===== config.mk =====
export PLATFORM = sky130hd
export DESIGN_NAME = lotr_ring_stop
export DESIGN_NICKNAME = d
export VERILOG_FILES = /design/src/rtl/lotr_pkg.sv /design/src/rtl/lotr_rs_fifo.sv /design/src/rtl/lotr_ring_stop.sv
export SDC_FILE = /design/constraint.sdc
export NUM_CORES = 1
export LEC_CHECK = 0
export BUFFER_PORTS_ARGS = -buffer_cell sky130_fd_sc_hd__buf_2
export CORE_ASPECT_RATIO = 1.2
export CORE_MARGIN = 5
export CORE_UTILIZATION = 30
export DETAILED_ROUTE_END_ITERATION = 12
export GPL_TIMING_DRIVEN = 0
export REMOVE_ABC_BUFFERS = 1
export SYNTH_ARGS = -nofsm -noshare
export SYNTH_HDL_FRONTEND = slang
export SYNTH_SLANG_ARGS = --single-unit

===== constraint.sdc =====
create_clock -name QClk -period 11.55 [get_ports QClk]
set_input_delay 1.7325 -clock QClk [delete_from_list [all_inputs] [get_ports QClk]]
set_output_delay 1.7325 -clock QClk [all_outputs]
set_load 0.005 [all_outputs]

===== src/rtl/lotr_pkg.sv =====
// rtl/lotr_pkg.sv - LOTR ring slot types, address field positions and shared helpers.
package lotr_pkg;

    typedef enum logic [1:0] {
        RD     = 2'd0,
        WR     = 2'd1,
        RD_RSP = 2'd2,
        WR_ACK = 2'd3
    } t_ring_opcode;

    typedef struct packed {
        logic         valid;
        t_ring_opcode opcode;
        logic [31:0]  address;
        logic [31:0]  data;
    } t_ring_slot;

    localparam int DEST_MSB = 31;
    localparam int DEST_LSB = 24;
    localparam int SRC_MSB  = 23;
    localparam int SRC_LSB  = 16;

    function automatic logic [31:0] sat_add32(input logic [31:0] cnt, input logic [1:0] inc);
        logic [32:0] w_sum;
        w_sum = {1'b0, cnt} + {31'b0, inc};
        return w_sum[32] ? 32'hFFFF_FFFF : w_sum[31:0];
    endfunction

endpackage


===== src/rtl/lotr_rs_fifo.sv =====
// rtl/lotr_rs_fifo.sv - synchronous ring-slot FIFO with wrap-bit pointers and a registered not-full flag.
module lotr_rs_fifo
    import lotr_pkg::*;
#(
    parameter int DEPTH = 4
) (
    input  logic       clk,
    input  logic       rst_n,
    input  logic       i_push,
    input  t_ring_slot i_wr_slot,
    input  logic       i_pop,
    output t_ring_slot o_rd_slot,
    output logic       o_empty,
    output logic       o_not_full_q
);

    localparam int AW = $clog2(DEPTH);

    t_ring_slot      r_mem [DEPTH];
    logic [AW:0]     r_wptr;
    logic [AW:0]     r_rptr;
    logic [AW:0]     w_wptr_nxt;
    logic [AW:0]     w_rptr_nxt;
    logic            w_push;
    logic            w_pop;
    logic            w_full_nxt;

    // r_not_full_q is loaded from the next pointers, so it always equals !full of the current pointers.
    assign o_empty    = (r_wptr == r_rptr);
    assign w_push     = i_push && o_not_full_q;
    assign w_pop      = i_pop && !o_empty;
    assign w_wptr_nxt = r_wptr + {{AW{1'b0}}, w_push};
    assign w_rptr_nxt = r_rptr + {{AW{1'b0}}, w_pop};
    assign w_full_nxt = (w_wptr_nxt[AW] != w_rptr_nxt[AW]) &&
                        (w_wptr_nxt[AW-1:0] == w_rptr_nxt[AW-1:0]);

    always_ff @(posedge clk or negedge rst_n) begin
        if (!rst_n) begin
            r_wptr       <= '0;
            r_rptr       <= '0;
            o_not_full_q <= 1'b1;
        end else begin
            r_wptr       <= w_wptr_nxt;
            r_rptr       <= w_rptr_nxt;
            o_not_full_q <= !w_full_nxt;
        end
    end

    always_ff @(posedge clk) begin
        if (w_push) begin
            r_mem[r_wptr[AW-1:0]] <= i_wr_slot;
        end
    end

    assign o_rd_slot = o_empty ? '0 : r_mem[r_rptr[AW-1:0]];

endmodule


===== src/rtl/lotr_ring_stop.sv =====
// rtl/lotr_ring_stop.sv - LOTR tile ring stop: Q501/Q502 slot pipeline, eject to F2C, inject from C2F.
// Optional perf counters enabled by defining LOTR_RS_PERF_CNT_EN.
module lotr_ring_stop
    import lotr_pkg::*;
#(
    parameter int RS_FIFO_DEPTH = 4
) (
    input  logic        QClk,
    input  logic        RstQnnnL,
    input  logic [7:0]  tile_id,
    input  logic        RingInputValidQ500H,
    input  logic [1:0]  RingInputOpcodeQ500H,
    input  logic [31:0] RingInputAddressQ500H,
    input  logic [31:0] RingInputDataQ500H,
    output logic        RingOutputValidQ502H,
    output logic [1:0]  RingOutputOpcodeQ502H,
    output logic [31:0] RingOutputAddressQ502H,
    output logic [31:0] RingOutputDataQ502H,
    input  logic        C2F_ReqValidQ500H,
    output logic        C2F_ReqReadyQ500H,
    input  logic [1:0]  C2F_ReqOpcodeQ500H,
    input  logic [31:0] C2F_ReqAddressQ500H,
    input  logic [31:0] C2F_ReqDataQ500H,
    output logic        F2C_ReqValidQ502H,
    input  logic        F2C_ReqReadyQ502H,
    output logic [1:0]  F2C_ReqOpcodeQ502H,
    output logic [31:0] F2C_ReqAddressQ502H,
    output logic [31:0] F2C_ReqDataQ502H
`ifdef LOTR_RS_PERF_CNT_EN
    ,
    output logic [31:0] RsInjectCntQ502H,
    output logic [31:0] RsEjectCntQ502H,
    output logic [31:0] RsBlockCntQ502H
`endif
);

    t_ring_slot w_in_slot;
    t_ring_slot w_c2f_wr_slot;
    t_ring_slot w_c2f_head;
    t_ring_slot w_f2c_head;
    t_ring_slot w_slot_nxt;
    t_ring_slot r_slot_q501;
    t_ring_slot r_slot_q502;

    logic w_c2f_empty;
    logic w_c2f_not_full;
    logic w_f2c_empty;
    logic w_f2c_not_full;
    logic w_c2f_push;
    logic w_f2c_pop;
    logic w_dest_match;
    logic w_eject;
    logic w_free;
    logic w_inject;

    assign w_in_slot = '{valid:   RingInputValidQ500H,
                         opcode:  t_ring_opcode'(RingInputOpcodeQ500H),
                         address: RingInputAddressQ500H,
                         data:    RingInputDataQ500H};

    assign w_c2f_wr_slot = '{valid:   1'b1,
                             opcode:  t_ring_opcode'(C2F_ReqOpcodeQ500H),
                             address: C2F_ReqAddressQ500H,
                             data:    C2F_ReqDataQ500H};

    assign C2F_ReqReadyQ500H = w_c2f_not_full;
    assign w_c2f_push        = C2F_ReqValidQ500H && C2F_ReqReadyQ500H;
    assign F2C_ReqValidQ502H = !w_f2c_empty;
    assign w_f2c_pop         = F2C_ReqValidQ502H && F2C_ReqReadyQ502H;

    // A slot for this tile that finds the F2C FIFO full stays on the ring and retries next lap.
    assign w_dest_match = r_slot_q501.valid && (r_slot_q501.address[DEST_MSB:DEST_LSB] == tile_id);
    assign w_eject      = w_dest_match && w_f2c_not_full;
    assign w_free       = !r_slot_q501.valid || w_eject;
    assign w_inject     = w_free && !w_c2f_empty;

    always_comb begin
        w_slot_nxt = r_slot_q501;
        if (w_inject) begin
            w_slot_nxt                            = w_c2f_head;
            w_slot_nxt.valid                      = 1'b1;
            w_slot_nxt.address[SRC_MSB:SRC_LSB]   = tile_id;
        end else if (w_eject) begin
            w_slot_nxt = '0;
        end
    end

    always_ff @(posedge QClk or negedge RstQnnnL) begin
        if (!RstQnnnL) begin
            r_slot_q501 <= '0;
            r_slot_q502 <= '0;
        end else begin
            r_slot_q501 <= w_in_slot;
            r_slot_q502 <= w_slot_nxt;
        end
    end

    lotr_rs_fifo #(.DEPTH(RS_FIFO_DEPTH)) u_c2f_fifo (
        .clk          (QClk),
        .rst_n        (RstQnnnL),
        .i_push       (w_c2f_push),
        .i_wr_slot    (w_c2f_wr_slot),
        .i_pop        (w_inject),
        .o_rd_slot    (w_c2f_head),
        .o_empty      (w_c2f_empty),
        .o_not_full_q (w_c2f_not_full)
    );

    lotr_rs_fifo #(.DEPTH(RS_FIFO_DEPTH)) u_f2c_fifo (
        .clk          (QClk),
        .rst_n        (RstQnnnL),
        .i_push       (w_eject),
        .i_wr_slot    (r_slot_q501),
        .i_pop        (w_f2c_pop),
        .o_rd_slot    (w_f2c_head),
        .o_empty      (w_f2c_empty),
        .o_not_full_q (w_f2c_not_full)
    );

    assign RingOutputValidQ502H   = r_slot_q502.valid;
    assign RingOutputOpcodeQ502H  = r_slot_q502.opcode;
    assign RingOutputAddressQ502H = r_slot_q502.address;
    assign RingOutputDataQ502H    = r_slot_q502.data;

    assign F2C_ReqOpcodeQ502H  = w_f2c_head.opcode;
    assign F2C_ReqAddressQ502H = w_f2c_head.address;
    assign F2C_ReqDataQ502H    = w_f2c_head.data;

`ifdef LOTR_RS_PERF_CNT_EN
    logic [1:0] w_block_inc;

    // A stalled injection and a refused eject in the same cycle both count.
    assign w_block_inc = {1'b0, (!w_c2f_empty && !w_free)} + {1'b0, (w_dest_match && !w_f2c_not_full)};

    always_ff @(posedge QClk or negedge RstQnnnL) begin
        if (!RstQnnnL) begin
            RsInjectCntQ502H <= '0;
            RsEjectCntQ502H  <= '0;
            RsBlockCntQ502H  <= '0;
        end else begin
            RsInjectCntQ502H <= sat_add32(RsInjectCntQ502H, {1'b0, w_inject});
            RsEjectCntQ502H  <= sat_add32(RsEjectCntQ502H, {1'b0, w_eject});
            RsBlockCntQ502H  <= sat_add32(RsBlockCntQ502H, w_block_inc);
        end
    end
`endif

endmodule


==> results list <==
* PD cells: 244.3 nW/um^2
* Worst path arrival time: 3.29 ns
- Initial standard-cell utilization of the core: 30.27%
- The endpoint identified for the worst register-to-register timing path is u_f2c_fifo.r_mem[0][32]$_DFFE_PP_.
- Unrepaired setup endpoints after global routing: no
- The number of antenna violations at the first check in global routing is 5.
- Layout overhead on the synthesized area: 24.04%
* Cells taking the most area after synthesis: edfxtp_1 (63%), dfrtp_1 (16%), mux4_2 (12%)
- Category of the worst setup path launch point: flip-flop
- Number of CTS-inserted buffers: 71
- STA puts the critical path data required time at 9.82 ns.
* Hold depth: 0
- Worst slew margin: 34.45%
- The filler cells instantiated in the layout total 7132.
- The floorplan has 112 rows.
- Derived from the worst setup path, the maximum achievable clock frequency is 199.0 MHz.
* Count of buffers from port buffering: 271
* Die outline width: 265.7 um
* Reg-to-reg critical path startpoint: r_slot_q501[62]$_DFF_PN0_
- In the final design database the tool counted 1594 nets.
- After technology mapping, the gate count stands at 1085.
* Count of boundary I/O pins: 280
- The floorplan step defined a die boundary enclosing 84210 um^2.
- After synthesis the netlist holds a flip-flop and latch count of 644.
- Clock-pin slew was measured on the worst setup and hold paths at 0.06 ns.
- Measured slew at the worst slew-check pin: 0.9780 ns
- Clk Latency, worst-skew pair: 0.60 ns
- For hold timing, the worst endpoint is u_f2c_fifo.r_mem[2][42]$_DFFE_PP_.
- After the first detailed-routing iteration, the DRC count stood at 681.
- The worst path uses 43.50% of the clock period.
- Total standard cell area after synthesis: 23550 um^2
* Number of detailed-route iterations in the first pass: 4
- Slew Limit Fails: 0
- After global routing the overflow that remains totals 0.
* HPWL after DPL: 38650 um
- The via count of the first global-routing pass is 13000.
- The min-delay analysis places its worst path in the category flip-flop to flip-flop.
- Maximum clock insertion buffer count: 3
* Routed vias: 11680
- Leaving out fill and tap cells, the most frequent cell in the layout is edfxtp_1.
- The tree built by TritonCTS fans out to 644 sinks.
- Beginning of the worst hold path: r_slot_q501[42]$_DFF_PN0_
* Critical path class: flip-flop to output pin
* Max-cap violations: 0
- Final worst hold slack: 0.5176 ns
- The library cells used most frequently in the layout, excluding fill and tap cells, are edfxtp_1 (496), buf_2 (270), dfrtp_1 (142), mux4_2 (124), clkbuf_16 (72).
- Post-DRT Antenna Nets: 0
- CTS tree: done
- The run finished with clean final reports.
- Detailed-route wire length per cell: 22.84 um
- Peak supply drop: 156.2 uV
- The average instance in the mapped netlist occupies 21.70 um^2.
* Setup Skew: 0.02576 ns
- H-tree level count: 3
- CTS Root Buffer Type: clkbuf_16
- Fraction of final layout cells with drive strength greater than 1: 40.88%
* Maximum number of pins on one net before global-route repair: 79
- Global routing used 13.72% of the available tracks across all layers.
* Placed insts: 2394
- Setup violations remaining at the end of the flow were counted as 0.
- After synthesis, the netlist uses 28 different library cells.
* Routed wire length: 57720 um
* Number of hold-slack violations in the final timing report: 0
- Setup total negative slack on the finished layout was measured at 0 ns.
- Worst Path Max Fanout: 42
- Final weighted congestion of routability-driven global placement: 0.7023
- Synth top area share: 63.26%
- From bottom edge to top edge, the die measures 316.9 um.
- Using the TritonRoute via totals, the vias-per-cell ratio works out to 4.620.
- The worst setup path is captured at an output pin.
- DRC viols: 0
- The number of setup buffers added after CTS is 0.
- Registers take 18620 um^2.
* Total number of yosys warnings: 0
- Post-cts sizing count: 0
- The worst register-to-register path has a depth of 8.
- Fin crit period: 5.025 ns
- Multi-input gate area in the final layout: 4677 um^2
* Sequential share of the synthesized area: 79.00%
- The floorplan step defined a core boundary enclosing 77770 um^2.
- Hold-fix buffer count after cts: 0
- Wire length of the first global-routing pass: 86230 um
- edfxtp_1 takes more of the synthesized area than any other cell.
* Post-layout instance count excluding filler cells: 2527
* Register-to-register setup slack: 8.07 ns
- The design draws 0.007135 W.
* Static power due to leakage: 10.57 nW
report_power, final:
group	leakage [nW]	total, W	switching [W]	internal [W]
Combinational	3.23	0.00191	0.000967	0.000945
Clock	1.10	0.00218	0.000912	0.00127
Sequential	6.24	0.00304	0.000226	0.00282
Total	10.6	0.00714	0.00211	0.00503
per-layer routing:
| metal | vias up | GRT usage (%) | part of all wire [%] |
|---|---|---|---|
| met2 | 299 | 23.56 | 51 |
| li1 | 5052 | - | - |
| met1 | 6217 | 17.54 | 41 |
| met4 | 4 | 4.201 | 2.4 |
| met5 | - | 0 | 0.059 |
| met3 | 103 | 2.995 | 5.1 |
worst max-delay path by stage:
stage / startpoint / to / slack, ns / depth (start not counted)
after detailed placement: tile_id[6] / u_f2c_fifo.r_mem[0][32]$_DFFE_PP_ / 6.67 / 9
final: u_f2c_fifo.r_rptr[1]$_DFF_PN0_ / F2C_ReqDataQ502H[11] / 6.53 / 8
after floorplan: u_f2c_fifo.r_rptr[0]$_DFF_PN0_ / F2C_ReqAddressQ502H[27] / 3.28 / 3
after CTS: u_f2c_fifo.r_rptr[1]$_DFF_PN0_ / F2C_ReqDataQ502H[11] / 6.31 / 8
after global placement: u_f2c_fifo.r_rptr[0]$_DFF_PN0_ / F2C_ReqDataQ502H[25] / -4.93 / 4
after global routing: u_f2c_fifo.r_rptr[1]$_DFF_PN0_ / F2C_ReqDataQ502H[27] / 6.24 / 7
kinds of logic after synthesis:
| kind of cell | Yosys count | share of synthesized area [%] |
|---|---|---|
| flops | 644 | 79.00 |
| mux | 124 | 11.86 |
| xor+xnor | 24 | 0.8928 |
| buf+inv | 63 | 1.360 |
| simple gates | 152 | 3.348 |
| fa+ha+maj | 8 | 0.4251 |
| compound gates | 70 | 3.114 |
per-stage QoR:
| step | util, % | cell area (um^2) | worst slack, ns |
|---|---|---|---|
| floorplan | - | 23240 | 3.282 |
| global placement | 33.28 | 25880 | -4.931 |
| detailed placement | 34.62 | 26930 | 6.668 |
| CTS | 37.54 | 29200 | 6.311 |
| global route | 37.54 | 29200 | 6.236 |
| finish | 37.55 | 29210 | 6.525 |
sequential cells by signal, summed over array words and instances, names as in the netlist, 2 cells and up:
| signal | flops |
|---|---|
| u_f2c_fifo.r_mem | 264 |
| RingOutputOpcodeQ502H | 2 |
| u_f2c_fifo.r_wptr | 3 |
| u_c2f_fifo.r_rptr | 3 |
| u_c2f_fifo.r_wptr | 3 |
| r_slot_q501 | 67 |
| RingOutputAddressQ502H | 32 |
| RingOutputDataQ502H | 32 |
| u_c2f_fifo.r_mem | 232 |
| u_f2c_fifo.r_rptr | 3 |
Yosys cell counts, drive strengths merged:
cell	number
xnor2	7
dfrtp	146
inv	5
mux4	124
dfstp	2
clkbuf	23
buf	35
or4	1
and2b	9
xor2	17
ha	8
o31ai	1
nor3	3
o31a	2
nand3	1
or3	4
edfxtp	496
and3	2
nor3b	4
nor2	1
nand2	69
o21ai	1
o2bb2ai	66
nor2b	58
final cells by class:
cell class	count	area share, %
inverter	5	0.06426
multi-input combinational	378	16.01
antenna	4	0.03427
timing repair buffer	341	7.986
tap	1026	4.396
sequential	644	63.74
clock buffer	94	6.658
clock inverter	35	1.110
worst max-delay path, cell delays in order (launching register included):
cell     delay [ns]
dfrtp_4        0.91
buf_12         0.32
xor2_1         0.11
nor3_2         0.50
buf_6          0.22
buf_4          0.20
buf_6          0.19
nor2b_1        0.09
buf_2          0.13
No activity file was read; power rests on OpenSTA's default activity.
